File: config.mk
export PLATFORM = sky130hd
export DESIGN_NAME = btb_plru
export DESIGN_NICKNAME = d
export VERILOG_FILES = /design/src/rtl/btb_pkg.sv /design/src/rtl/btb_plru_tree.sv /design/src/rtl/btb_plru.sv
export SDC_FILE = /design/constraint.sdc
export NUM_CORES = 1
export LEC_CHECK = 0
export CAP_MARGIN = 20
export CELL_PAD_IN_SITES_DETAIL_PLACEMENT = 0
export CELL_PAD_IN_SITES_GLOBAL_PLACEMENT = 2
export CORE_AREA = 2 2 60 62
export DETAILED_ROUTE_END_ITERATION = 10
export DIE_AREA = 0 0 62 64
export MAX_ROUTING_LAYER = met4
export PLACE_DENSITY_LB_ADDON = 0.1
export SLEW_MARGIN = 20
export SYNTH_ARGS = -nofsm -noshare
export SYNTH_HDL_FRONTEND = slang
export SYNTH_SLANG_ARGS = --single-unit
File: constraint.sdc
create_clock -name clk_i -period 1.9 [get_ports clk_i]
set_input_delay 0.38 -clock clk_i [delete_from_list [all_inputs] [get_ports clk_i]]
set_output_delay 0.38 -clock clk_i [all_outputs]
set_load 0.02 [all_outputs]
File: src/rtl/btb_pkg.sv
// Shared pseudo-LRU constants and types for the BTB replacement-state unit.
// Latency: n/a (package only, no logic).
// Backpressure: n/a.
// Contents: tree node-count helper, left/right node encoding, flush FSM states.
package btb_pkg;

  // A node bit names the subtree that holds the victim.
  localparam logic PLRU_LEFT  = 1'b0;
  localparam logic PLRU_RIGHT = 1'b1;

  // A binary tree over WAYS leaves has WAYS-1 internal nodes.
  function automatic int plru_nodes(input int ways);
    return ways - 1;
  endfunction

  typedef enum logic {
    FL_IDLE  = 1'b0,
    FL_SWEEP = 1'b1
  } flush_state_e;

endpackage

File: src/rtl/btb_plru_tree.sv
// Tree pseudo-LRU helper: applies one touch to a record and decodes its victim way.
// Latency: purely combinational, zero cycles.
// Backpressure: none; the output follows the inputs every cycle.
// Ports: bits_i record in, touch_en_i/touch_way_i touch request, bits_o updated record,
//        victim_o leaf reached by following bits_i from the root.
module plru_tree
  import btb_pkg::*;
#(
  parameter  int WAYS  = 2,
  localparam int WAY_W = $clog2(WAYS),
  localparam int NODES = plru_nodes(WAYS)
) (
  input  logic [NODES-1:0] bits_i,
  input  logic             touch_en_i,
  input  logic [WAY_W-1:0] touch_way_i,
  output logic [NODES-1:0] bits_o,
  output logic [WAY_W-1:0] victim_o
);

  // Update: node k sits at depth D and covers the ways whose top D bits equal
  // its position within that level. Nodes on the touched way's path point away
  // from it, i.e. toward the half that does not contain the way.
  for (genvar k = 0; k < NODES; k++) begin : g_node
    localparam int D   = $clog2(k + 2) - 1;
    localparam int POS = k + 1 - (1 << D);
    logic on_path;
    if (D == 0) begin : g_root
      assign on_path = 1'b1;
    end else begin : g_inner
      assign on_path = (touch_way_i >> (WAY_W - D)) == WAY_W'(POS);
    end
    assign bits_o[k] = (touch_en_i && on_path)
                     ? (touch_way_i[WAY_W-1-D] ? PLRU_LEFT : PLRU_RIGHT)
                     : bits_i[k];
  end

  // Victim: leaf w is reached only if every node on its path steers toward it,
  // so exactly one leaf_hit bit is set for any record value.
  logic [WAYS-1:0] leaf_hit;
  for (genvar w = 0; w < WAYS; w++) begin : g_way
    logic [WAY_W-1:0] match;
    for (genvar l = 0; l < WAY_W; l++) begin : g_lvl
      localparam int   N   = (1 << l) - 1 + (w >> (WAY_W - l));
      localparam logic DIR = 1'((w >> (WAY_W - 1 - l)) & 1);
      assign match[l] = (bits_i[N] == DIR);
    end
    assign leaf_hit[w] = &match;
  end

  always_comb begin
    victim_o = '0;
    for (int w = 0; w < WAYS; w++) begin
      if (leaf_hit[w]) victim_o = WAY_W'(w);
    end
  end

endmodule

File: src/rtl/btb_plru.sv
// BTB replacement state: one tree pseudo-LRU record per set, read/write touches, victim query, flush sweep.
// Latency: touches land at the next edge; vic_way_o is combinational from vic_index_i (registered state by default).
// Backpressure: none; while busy_o is high (SETS-cycle flush sweep) touches and flush requests are dropped.
// Ports: clk_i/rst_n_i clock and async active-low reset; rd_*_i lookup-hit touch; wr_*_i allocate touch;
//        vic_index_i/vic_way_o victim query; flush_i sweep request; busy_o sweep in progress.
// Option: define BTB_PLRU_FWD_EN to compute vic_way_o from the next-state record (same-cycle touches visible).
module btb_plru
  import btb_pkg::*;
#(
  parameter  int SETS  = 8,
  parameter  int WAYS  = 2,
  localparam int IDX_W = $clog2(SETS),
  localparam int WAY_W = $clog2(WAYS)
) (
  input  logic             clk_i,
  input  logic             rst_n_i,
  input  logic             rd_en_i,
  input  logic [IDX_W-1:0] rd_index_i,
  input  logic [WAY_W-1:0] rd_way_i,
  input  logic             wr_en_i,
  input  logic [IDX_W-1:0] wr_index_i,
  input  logic [WAY_W-1:0] wr_way_i,
  input  logic [IDX_W-1:0] vic_index_i,
  output logic [WAY_W-1:0] vic_way_o,
  input  logic             flush_i,
  output logic             busy_o
);

  localparam int NODES = plru_nodes(WAYS);

  flush_state_e     state_q;
  logic [IDX_W-1:0] cnt_q;
  logic             busy_q;
  logic [NODES-1:0] rec_q [SETS];
  logic [NODES-1:0] rec_d [SETS];

  // A flush accepted this cycle wins over any touch presented with it.
  logic touch_ok, rd_touch, wr_touch;
  assign touch_ok = (state_q == FL_IDLE) && !flush_i;
  assign rd_touch = rd_en_i && touch_ok;
  assign wr_touch = wr_en_i && touch_ok;

  logic [NODES-1:0] rd_bits, wr_base, wr_bits, vq_bits, vq_bits_unused;
  logic [WAY_W-1:0] rd_vic_unused, wr_vic_unused;

  // Same-set rd+wr: the write touch is chained onto the read result so the
  // write (most recent) owns any shared nodes.
  assign wr_base = (rd_touch && (rd_index_i == wr_index_i)) ? rd_bits : rec_q[wr_index_i];

  plru_tree #(.WAYS(WAYS)) u_rd_tree (
    .bits_i      (rec_q[rd_index_i]),
    .touch_en_i  (rd_touch),
    .touch_way_i (rd_way_i),
    .bits_o      (rd_bits),
    .victim_o    (rd_vic_unused)
  );

  plru_tree #(.WAYS(WAYS)) u_wr_tree (
    .bits_i      (wr_base),
    .touch_en_i  (wr_touch),
    .touch_way_i (wr_way_i),
    .bits_o      (wr_bits),
    .victim_o    (wr_vic_unused)
  );

`ifdef BTB_PLRU_FWD_EN
  assign vq_bits = rec_d[vic_index_i];
`else
  assign vq_bits = rec_q[vic_index_i];
`endif

  plru_tree #(.WAYS(WAYS)) u_vic_tree (
    .bits_i      (vq_bits),
    .touch_en_i  (1'b0),
    .touch_way_i ('0),
    .bits_o      (vq_bits_unused),
    .victim_o    (vic_way_o)
  );

  always_comb begin
    for (int s = 0; s < SETS; s++) begin
      rec_d[s] = rec_q[s];
      if (state_q == FL_SWEEP) begin
        if (cnt_q == IDX_W'(s)) rec_d[s] = '0;
      end else begin
        if (rd_touch && (rd_index_i == IDX_W'(s))) rec_d[s] = rd_bits;
        if (wr_touch && (wr_index_i == IDX_W'(s))) rec_d[s] = wr_bits;
      end
    end
  end

  always_ff @(posedge clk_i or negedge rst_n_i) begin
    if (!rst_n_i) begin
      for (int s = 0; s < SETS; s++) rec_q[s] <= '0;
    end else begin
      for (int s = 0; s < SETS; s++) rec_q[s] <= rec_d[s];
    end
  end

  always_ff @(posedge clk_i or negedge rst_n_i) begin
    if (!rst_n_i) begin
      state_q <= FL_IDLE;
      cnt_q   <= '0;
      busy_q  <= 1'b0;
    end else begin
      case (state_q)
        FL_IDLE: begin
          if (flush_i) begin
            state_q <= FL_SWEEP;
            cnt_q   <= '0;
            busy_q  <= 1'b1;
          end
        end
        FL_SWEEP: begin
          cnt_q <= cnt_q + 1'b1;
          if (cnt_q == IDX_W'(SETS - 1)) begin
            state_q <= FL_IDLE;
            busy_q  <= 1'b0;
          end
        end
        default: begin
          state_q <= FL_IDLE;
          busy_q  <= 1'b0;
        end
      endcase
    end
  end

  assign busy_o = busy_q;

endmodule
After elaboration in Yosys (flattened, before gate mapping)
Cells that the tools add are included.
Word-level totals
  flip-flop bits (word level): 13
  bits of input ports: 16
  output and inout bits: 2
  logic and storage cells: 145
Operators by class
  $add $sub $neg: 1
  order comparisons: 3
  eq/ne operators: 31
  multiplexer cells: 54
  bitwise operators: 4
  reductions and logical operators: 41
Operators by type and width (number)
  two-way mux 1 bit: 47
  == test 3 bit, second input constant: 12
  nonzero test 3 bit: 8
  logical AND 1 bit: 20
  == test 3 x 2 -> 1 bit, second input constant: 6
  AND reduction 2 bit: 9
  inequality test 2 x 1 -> 1 bit, second input constant: 8
  greater-or-equal comparator 4 bit, second input constant: 3
  inverter 3 -> 4 bit: 3
  binary-select mux 1 bit (select 3 bit): 3
  == test 3 x 1 -> 1 bit, second input constant: 3
  logical NOT 3 bit: 3
  one-hot mux 3 bit (2 select lines): 1
  one-hot mux 1 bit (2 select lines): 2
  adder 3 x 1 -> 3 bit, second input constant: 1
  == test 3 bit: 1
  two-way mux 3 bit: 1
  inequality test 2 bit, second input constant: 1
  logical NOT 1 bit: 1
  inverter 1 bit: 1

Logic depth before layout (Yosys ltp)
Gate-level depths: netlist (run 1).
  word-level depth: 9
  mapped depth: 5
  mapped depth without buffers: 5

By module
A second synthesis (run 1) with hierarchy kept.
Unflattened totals
  cell total of the unflattened synthesis: 132
  area total of the unflattened synthesis: 1283.7 µm²
By module, submodules not included
  btb_plru: times used 1, cells an instance 123, area an instance 1219.9 µm², seq. area each 325.3 µm²
  plru_tree: times used 3, cells an instance 3, area an instance 21.3 µm², seq. area each 0.0 µm²

Worst setup path before layout (run 1)
No wires, ideal clock.
  kind: input to output
  start: input port vic_index_i[0]
  end: output port vic_way_o
  arrival time: 1163 ps
  data required time: 1520 ps
  path slack: 357 ps
  stages: 2
  buffers on the path: 0
  cells stage by stage: mux4_2 -> mux2_2
Between the ends
  word-level cells in the longest chain between the ends: 5
Ends and longest elaborated chain
  start, declared: RTL line btb_plru.sv:23  | input logic [IDX_W-1:0] vic_index_i,
  inverter 3 -> 4 bit (implied by the code): RTL line btb_plru.sv:69  | assign vq_bits = rec_q[vic_index_i];
  binary-select mux 1 bit (select 3 bit): RTL line btb_plru.sv:69
  two-way mux 1 bit (implied by the code) (2 in a row): RTL line btb_plru.sv:69
  two-way mux 1 bit: RTL line btb_plru_tree.sv:53  | if (leaf_hit[w]) victim_o = WAY_W'(w);
  end, declared: RTL line btb_plru.sv:24  | output logic [WAY_W-1:0] vic_way_o,
No other way between the ends. The select of a mux whose other input is x is not followed.

Worst setup path after layout (run 1)
Same ends and word-level chain as after synthesis.

==> results of run 1 <==
[per-layer routing]
layer / wire [µm] / global-route usage (%) / vias to the layer above
li1: - / - / 450
met1: 1190 / 20.3 / 440
met2: 1340 / 24.3 / 14
met3: 57 / 2.02 / 2
met4: 27 / 5.32 / 0
met5: 0 / - / -
[flip-flops by register name, summed over array words and instances, names as in the netlist]
name     count
state_q      1
rec_q        8
busy_o       1
cnt_q        3
[placed cells by master, fill, tap and decap left out, types with 3 or more instances in the layout]
master | netlist | routed
sky130_fd_sc_hd__inv_1 | 5 | 5
sky130_fd_sc_hd__and3_1 | 6 | 6
sky130_fd_sc_hd__ha_1 | 6 | 6
sky130_fd_sc_hd__a31oi_1 | 7 | 7
sky130_fd_sc_hd__clkbuf_4 | 0 | 3
sky130_fd_sc_hd__clkdlybuf4s50_1 | 0 | 14
sky130_fd_sc_hd__dfrtp_1 | 13 | 13
sky130_fd_sc_hd__buf_4 | 0 | 12
sky130_fd_sc_hd__nand2_1 | 9 | 9
sky130_fd_sc_hd__nand3b_1 | 4 | 4
sky130_fd_sc_hd__nor2b_1 | 3 | 3
sky130_fd_sc_hd__nand2b_1 | 3 | 3
sky130_fd_sc_hd__o211ai_1 | 6 | 6
sky130_fd_sc_hd__nor2_1 | 4 | 4
sky130_fd_sc_hd__nand3_1 | 7 | 7
[area by class of cell]
type	instances	area (µm²)	share of cell area (%)
clock buffer	4	26.3	2.01
inverter	5	18.8	1.44
multi-input combinational	80	619	47.4
sequential	13	325	24.9
tap	46	57.6	4.41
timing repair buffer	29	259	19.8
[final timing paths]
kind,end,depth (start not counted)
setup / recovery,vic_way_o,4
hold / removal,rec_q[0]$_DFFE_PN0P_,1
setup reg to reg,rec_q[7]$_DFFE_PN0P_,3
hold reg to reg,busy_o$_DFFE_PN0P_,2
max in group asynchronous,rec_q[1]$_DFFE_PN0P_,1
min in group clk_i,busy_o$_DFFE_PN0P_,2
[synth_stat cells, drive strengths merged, types with 2 or more instances]
cell    instances  area share (%)
nand4b          2             1.8
nand3b          4             3.0
nand2b          3             1.9
o311ai          2             2.5
o31ai           2             1.5
and3            6             3.8
nand2           9             3.4
nor2            4             1.5
buf             3             2.2
inv             5             1.9
mux2            2             2.3
a31oi           7             4.4
mux4            2             4.6
ha              6             7.6
clkbuf          2            0.76
and4            2             1.8
nand3           7             3.5
nor2b           3             1.9
dfrtp          13              33
o211ai          6             4.6
nand4           2             1.3
[stage by stage]
stage / hold slack [ns] / std cells / total power [mW] / setup WS [ns] / setup TNS, ns
3_3_place_gp: 0.537 / 173 / 1.15 / -0.679 / -0.755
4_1_cts: 0.509 / 177 / 1.35 / -0.0384 / -0.0384
2_1_floorplan: 0.0844 / 103 / 0.900 / 0.357 / 0
6_report: 0.492 / 177 / 1.32 / -0.0329 / -0.0329
3_5_place_dp: 0.558 / 173 / 1.17 / -0.692 / -0.759
5_1_grt: 0.536 / 177 / 1.45 / -0.0723 / -0.0723
[power groups by stage]
stage,clock [mW],sequential (mW),combinational [mW]
finish,0.165,0.504,0.654
global placement,0,0.507,0.645
global route,0.184,0.522,0.743
floorplan,0,0.477,0.423
detailed placement,0,0.515,0.651
CTS,0.173,0.508,0.666
[cells by family (layout without fill, tap and decap cells)]
kind of cell	after synthesis	count (layout)	share of synthesized area (%)
muxes	5	5	7.85
adders and majority gates	6	6	7.59
DFF	13	13	32.9
buffers and inverters	10	38	4.81
and+or+nand+nor	49	49	31.9
AOI/OAI and AO/OA	20	20	14.9
[worst max-delay path, cell delays in order]
cell,delay [ns]
sky130_fd_sc_hd__dlygate4sd2_1,0.26
sky130_fd_sc_hd__mux4_2,0.50
sky130_fd_sc_hd__mux2_4,0.28
sky130_fd_sc_hd__buf_6,0.13
[timing repair]
| action | in CTS | in global routing |
|---|---|---|
| hold buffers | 0 | 0 |
| endpoints found under the setup margin | 1 | 1 |
| resized for setup | 9 | 0 |
| pin swaps | 0 | 0 |
==> run summary, run 1 <==
The number of global-route vias before repair came out at 934. The slew at the pin with the worst max-slew slack came out at 0.617 ns. The overall routing resource usage is 15.6%.

The final routed DRC violation total came out at 0. The detailed-routing iteration count for the pre-antenna-repair pass came out at 4. Setup slack on the critical path of the routed design comes to -0.0329 ns.

The number of distinct library cell variants in the gate-level netlist after synthesis came out at 34. The startpoint of the worst setup timing path is vic_index_i[0]. The post-synthesis area per instance came out at 9.60 µm². Entering global routing, the biggest net connects 17 pins.

The critical path required time came out at 1.52 ns. The number of enable flip-flop cells after synthesis came out at 0. The proportion of total power due to net switching came out at 38.1%. Synthesis produced 103 cells. The clock network fraction of design power came out at 12.5%. The number of fill cells in the layout is 361. Setup repair after global routing could not meet its margin everywhere. The cell area after layout came out at 1310 µm². The share of layout cells above drive strength 1 is 18.3%. In this run the tightest slew margin relative to its limit is 58.8%. Based on the critical path, the design can be clocked at up to 0.517 GHz. The average wire length per cell after detail routing came out at 14.8 µm. The clock-pin slew on the worst setup and hold paths is 0.08 ns. The worst IR drop on VDD is 206 µV. CTS built an H-tree with a depth of 1. The clock latency at the later pin of the worst-skew pair came out at 0.27 ns. The number of synthesis warnings is 0. STA classifies the critical path startpoint as an input pin. At the worst endpoint, the arrival time is 1.55 ns.

Relative to the synthesized area, the layout overhead comes to 32.2%. The startpoint identified for the worst register-to-register timing path is state_q$_DFF_PN0_. The number of buffers on the longest clock path is 2.

The number of pins with negative max-slew slack in the final report came out at 0. Between clock sinks in the finished design, the worst skew comes to 0.00808 ns. The reported net switching power came out at 0.504 mW.

The number of placed I/O pins is 18. The total clock buffers created by CTS is 3. The slack of the worst reg-to-reg path is 0.32 ns.

The most used flip-flop cell after synthesis is sky130_fd_sc_hd__dfrtp_1. The analysis attributes to cell leakage a power of 0.557 nW. TritonCTS built the clock tree. The instance area after placement came out at 1280 µm². The final layout net count came out at 154. The number of hold violations in the final report came out at 0. The relative contribution of combinational cells to total power is 49.5%. The die boundary width came out at 62 µm. After layout, the minimum clock period comes to 1.93 ns. Once detailed placement completed, the half-perimeter wirelength came to 2120 µm.

The power per cell area came out at 1010 nW/µm². The repair_antennas step left the layout with diodes totalling 0. The first global-routing pass estimated 4490 µm of wire.

The cell area after synthesis is 988 µm². The die outline area came out at 3970 µm². The via count of the routed design came out at 906. Of the available clock period, the critical path in the final layout requires 102%.

The total internal power came out at 0.819 mW. The worst setup path is captured at an output pin. The number of nets with antenna violations after routing came out at 0.

Once layout is complete, the utilization of the core stands at 39.8%. The die height is 64 µm. The effective utilization at floorplan is 30.1%. The per-cell via count in the routed design came out at 5.12.

Routability-driven placement finished with a final weighted congestion of 0.766. Of all nets on the critical path, the largest fanout is 2. The total of endpoints with negative setup slack in the final report came out at 1.

The share of synthesized registers carrying an async set or reset came out at 100%. The count of buffers added on input and output ports is 17. The class of the worst hold path is input pin to async pin.

The core footprint is 3280 µm². The register share of total power is 38.1%. The reported max-cap violation count came out at 0. The register bit count reported by yosys is 13. In this run the clock root is driven by a sky130_fd_sc_hd__clkbuf_4. The number of nets in the synthesized netlist is 125. The total global routing overflow is 0. The clock drives 13 sinks. The post-CTS setup repair buffer count came out at 0. The checks that failed: negative setup slack.

The total wire length after detailed routing came out at 2620 µm. The fraction of the yosys area taken by sequential cells came out at 32.9%. The type of the worst setup path is input pin to output pin. The number of antenna violations at the first check in global routing was 0.

The number of DRC violations after detailed-routing iteration 0 is 29. The initialized floorplan defines 21 standard-cell rows. The flow ran to the end, but the final reports show violations.
(Power assumes the default switching activity.)
==> inputs of run 2 (changes only) <==
Settings changed: CORE_AREA 2 2 60 62 to 2 2 43 85, DIE_AREA 0 0 62 64 to 0 0 45 87.
==> run 2 against run 1 <==
Compared with the run above: the run now ends clean; power rose by 11%; register-to-register slack improved by 0.02 ns; setup slack better by 0.064 ns; critical endpoint unchanged; largest cell class unchanged; highest routed layer unchanged.
==> run summary, run 2 (synthesized netlist as in run 1, its figures left out) <==
The run finished with clean final reports. Broken down by cell family, the worst path's largest delay share belongs to multiplexers. The later pin in the worst-skew pair is clocked with a latency of 0.24 ns.

The floorplan step defined a die boundary enclosing 3920 µm². The core footprint came out at 3300 µm². Ranked by flip-flop count, first place goes to rec_q. The min-delay analysis places its worst path in the category input pin to async pin. The routed layout has 974 vias. The logic depth of the worst register-to-register path is 3.

Among all stages on the critical path, the largest delay is contributed by sky130_fd_sc_hd__mux4_2. The critical path required time is 1.52 ns. The detailed-routing iteration count for the pre-antenna-repair pass is 4. The peak fanout along the critical path is 2. The number of pins with negative max-slew slack in the final report came out at 0. The clock-pin slew on the worst setup and hold paths came out at 0.06 ns. Global routing consumed, over all layers together, 16.1% of the routing resources.

The synthesis-to-layout area growth is 34.1%. The wire length of the first global-routing pass is 4470 µm. The number of placed I/O pins came out at 18.

The largest registers in the layout are rec_q: 8 flops, cnt_q: 3 flops. The register with the most flip-flops in the layout has 8 of them. The count of H-tree levels built during CTS came out at 1.

Measured against its own limit, the worst slew margin works out to 58.7%. The worst register-to-register path begins at state_q$_DFF_PN0_. On the worst path, the slowest cell contributes a delay of 0.46 ns.

From bottom edge to top edge, the die measures 87 µm. The per-cell via count in the routed design came out at 5.90. The cell row count is 30. In this run the power density over the cells is 1110 nW/µm². The clock sink total came out at 13.

For the final routed database, the setup TNS stands at 0 ns. The reported max-cap violation count came out at 0. The count of inserted antenna diode cells is 0.

Setup repair after global routing could not meet its margin everywhere. The reported leakage power is 0.577 nW. For this configuration, the core starts out at a cell density of 29.9%. The worst IR drop on VDD came out at 484 µV. The number of hold violations in the final report is 0.

The quantity of hold-fixing buffers added after cts is 0. The number of antenna violations at the first check in global routing is 0. Data arrives at the worst endpoint at 1.49 ns.

The number of buffers on the longest clock path came out at 2. Once detailed placement completed, the half-perimeter wirelength came to 2250 µm. The slack of the worst reg-to-reg path is 0.34 ns. The signal on the critical path passes through mux4_2 -> mux2_4 -> buf_6. The number of global-route vias before repair came out at 973. The final weighted congestion in routability-driven placement is 0.823. The total global routing overflow came out at 0. The number of buffer and inverter instances along the worst setup path is 1. The average wire length per cell after detail routing is 16.8 µm. The cell area after layout is 1330 µm². The maximum number of pins on one net before global-route repair came out at 17. The number of DRC violations after detailed-routing iteration 0 came out at 20. At the pin with the least slew margin, the transition time is 0.618 ns. The total wire length after detailed routing is 2780 µm.

CTS placed an instance of sky130_fd_sc_hd__clkbuf_8 at the clock tree root. TritonCTS built the clock tree. STA classifies the critical path endpoint as an output pin. The total of buffers placed on input and output ports is 17. The net count of the finished layout is 156. The minimum clock period after layout is 1.87 ns. The highest clock frequency the design can meet is 0.535 GHz. The final routed DRC violation total came out at 0. The element type at the critical path start is a flip-flop. The number of nets with antenna violations after routing came out at 0.

The total clock buffers created by CTS came out at 3. The library cells used most frequently in the layout, excluding fill and tap cells, are sky130_fd_sc_hd__clkdlybuf4s50_1 (14), sky130_fd_sc_hd__buf_4 (14), sky130_fd_sc_hd__dfrtp_1 (13), sky130_fd_sc_hd__nand2_1 (9). The critical path is of the flip-flop to output pin type. The clock arrives with 0.00820 ns of skew. The share of layout cells above drive strength 1 came out at 20.3%. In this run the cell area measured after placement is 1270 µm².

Dividing the final minimum period by the clock period gives 98.4%. Setup violations remaining at the end of the flow were counted as 0. The die boundary width is 45 µm.

The worst register-to-register path ends at rec_q[4]$_DFFE_PN0P_.
## run 2: changes by cell type in the layout (fill, tap and decap cells not counted), sizes merged
cell           before  now
buf                13   15
clkdlybuf4s15       0    1
dlygate4sd2         2    1
## run 2: timing repair
item,4_1_cts,5_1_grt
gates cloned,0,0
setup endpoints to repair,1,1
gates resized for setup,9,2
pin swaps,0,0
setup buffers,0,1
## run 2: final cells by class
type | instances | area (µm²)
fill | 341 | 1980
multi-input combinational | 80 | 619
sequential | 13 | 325
timing repair buffer | 31 | 277
clock buffer | 4 | 45.0
tap | 32 | 40.0
inverter | 5 | 18.8
## run 2: how the worst max path moves through the flow
| stage | from | endpoint | cells after the start |
|---|---|---|---|
| after detailed placement | vic_index_i[0] | vic_way_o | 4 |
| after global routing | rec_q[1]$_DFFE_PN0P_ | vic_way_o | 3 |
| after CTS | rec_q[1]$_DFFE_PN0P_ | vic_way_o | 3 |
| after global placement | vic_index_i[0] | vic_way_o | 4 |
| final | rec_q[5]$_DFFE_PN0P_ | vic_way_o | 3 |
| after floorplan | vic_index_i[0] | vic_way_o | 2 |
## run 2: where the power goes
part	leakage, nW	internal [mW]	total [mW]	switching, mW
clock network	0.0228	0.148	0.245	0.0976
logic	0.388	0.380	0.711	0.331
registers	0.166	0.395	0.509	0.115
total	0.577	0.922	1.47	0.543
## run 2: metrics by stage
stage          instances  power [mW]  hold WS [ns]  worst slack [ns]  utilization (%)
3_5_place_dp         160        1.20         0.562            -0.699             38.4
6_report             165        1.47         0.522            0.0307             40.1
2_1_floorplan        103       0.900        0.0844             0.357                -
5_1_grt              165        1.58         0.568           -0.0124             40.1
3_3_place_gp         160        1.17         0.535            -0.684             38.4
4_1_cts              164        1.44         0.542           0.00343             39.7
## run 2: per-layer routing
metal	track usage, %	part of all wire [%]
met4	10.2	5.0
met1	16.1	36
met5	-	0
met2	27.5	54
met3	2.70	4.5
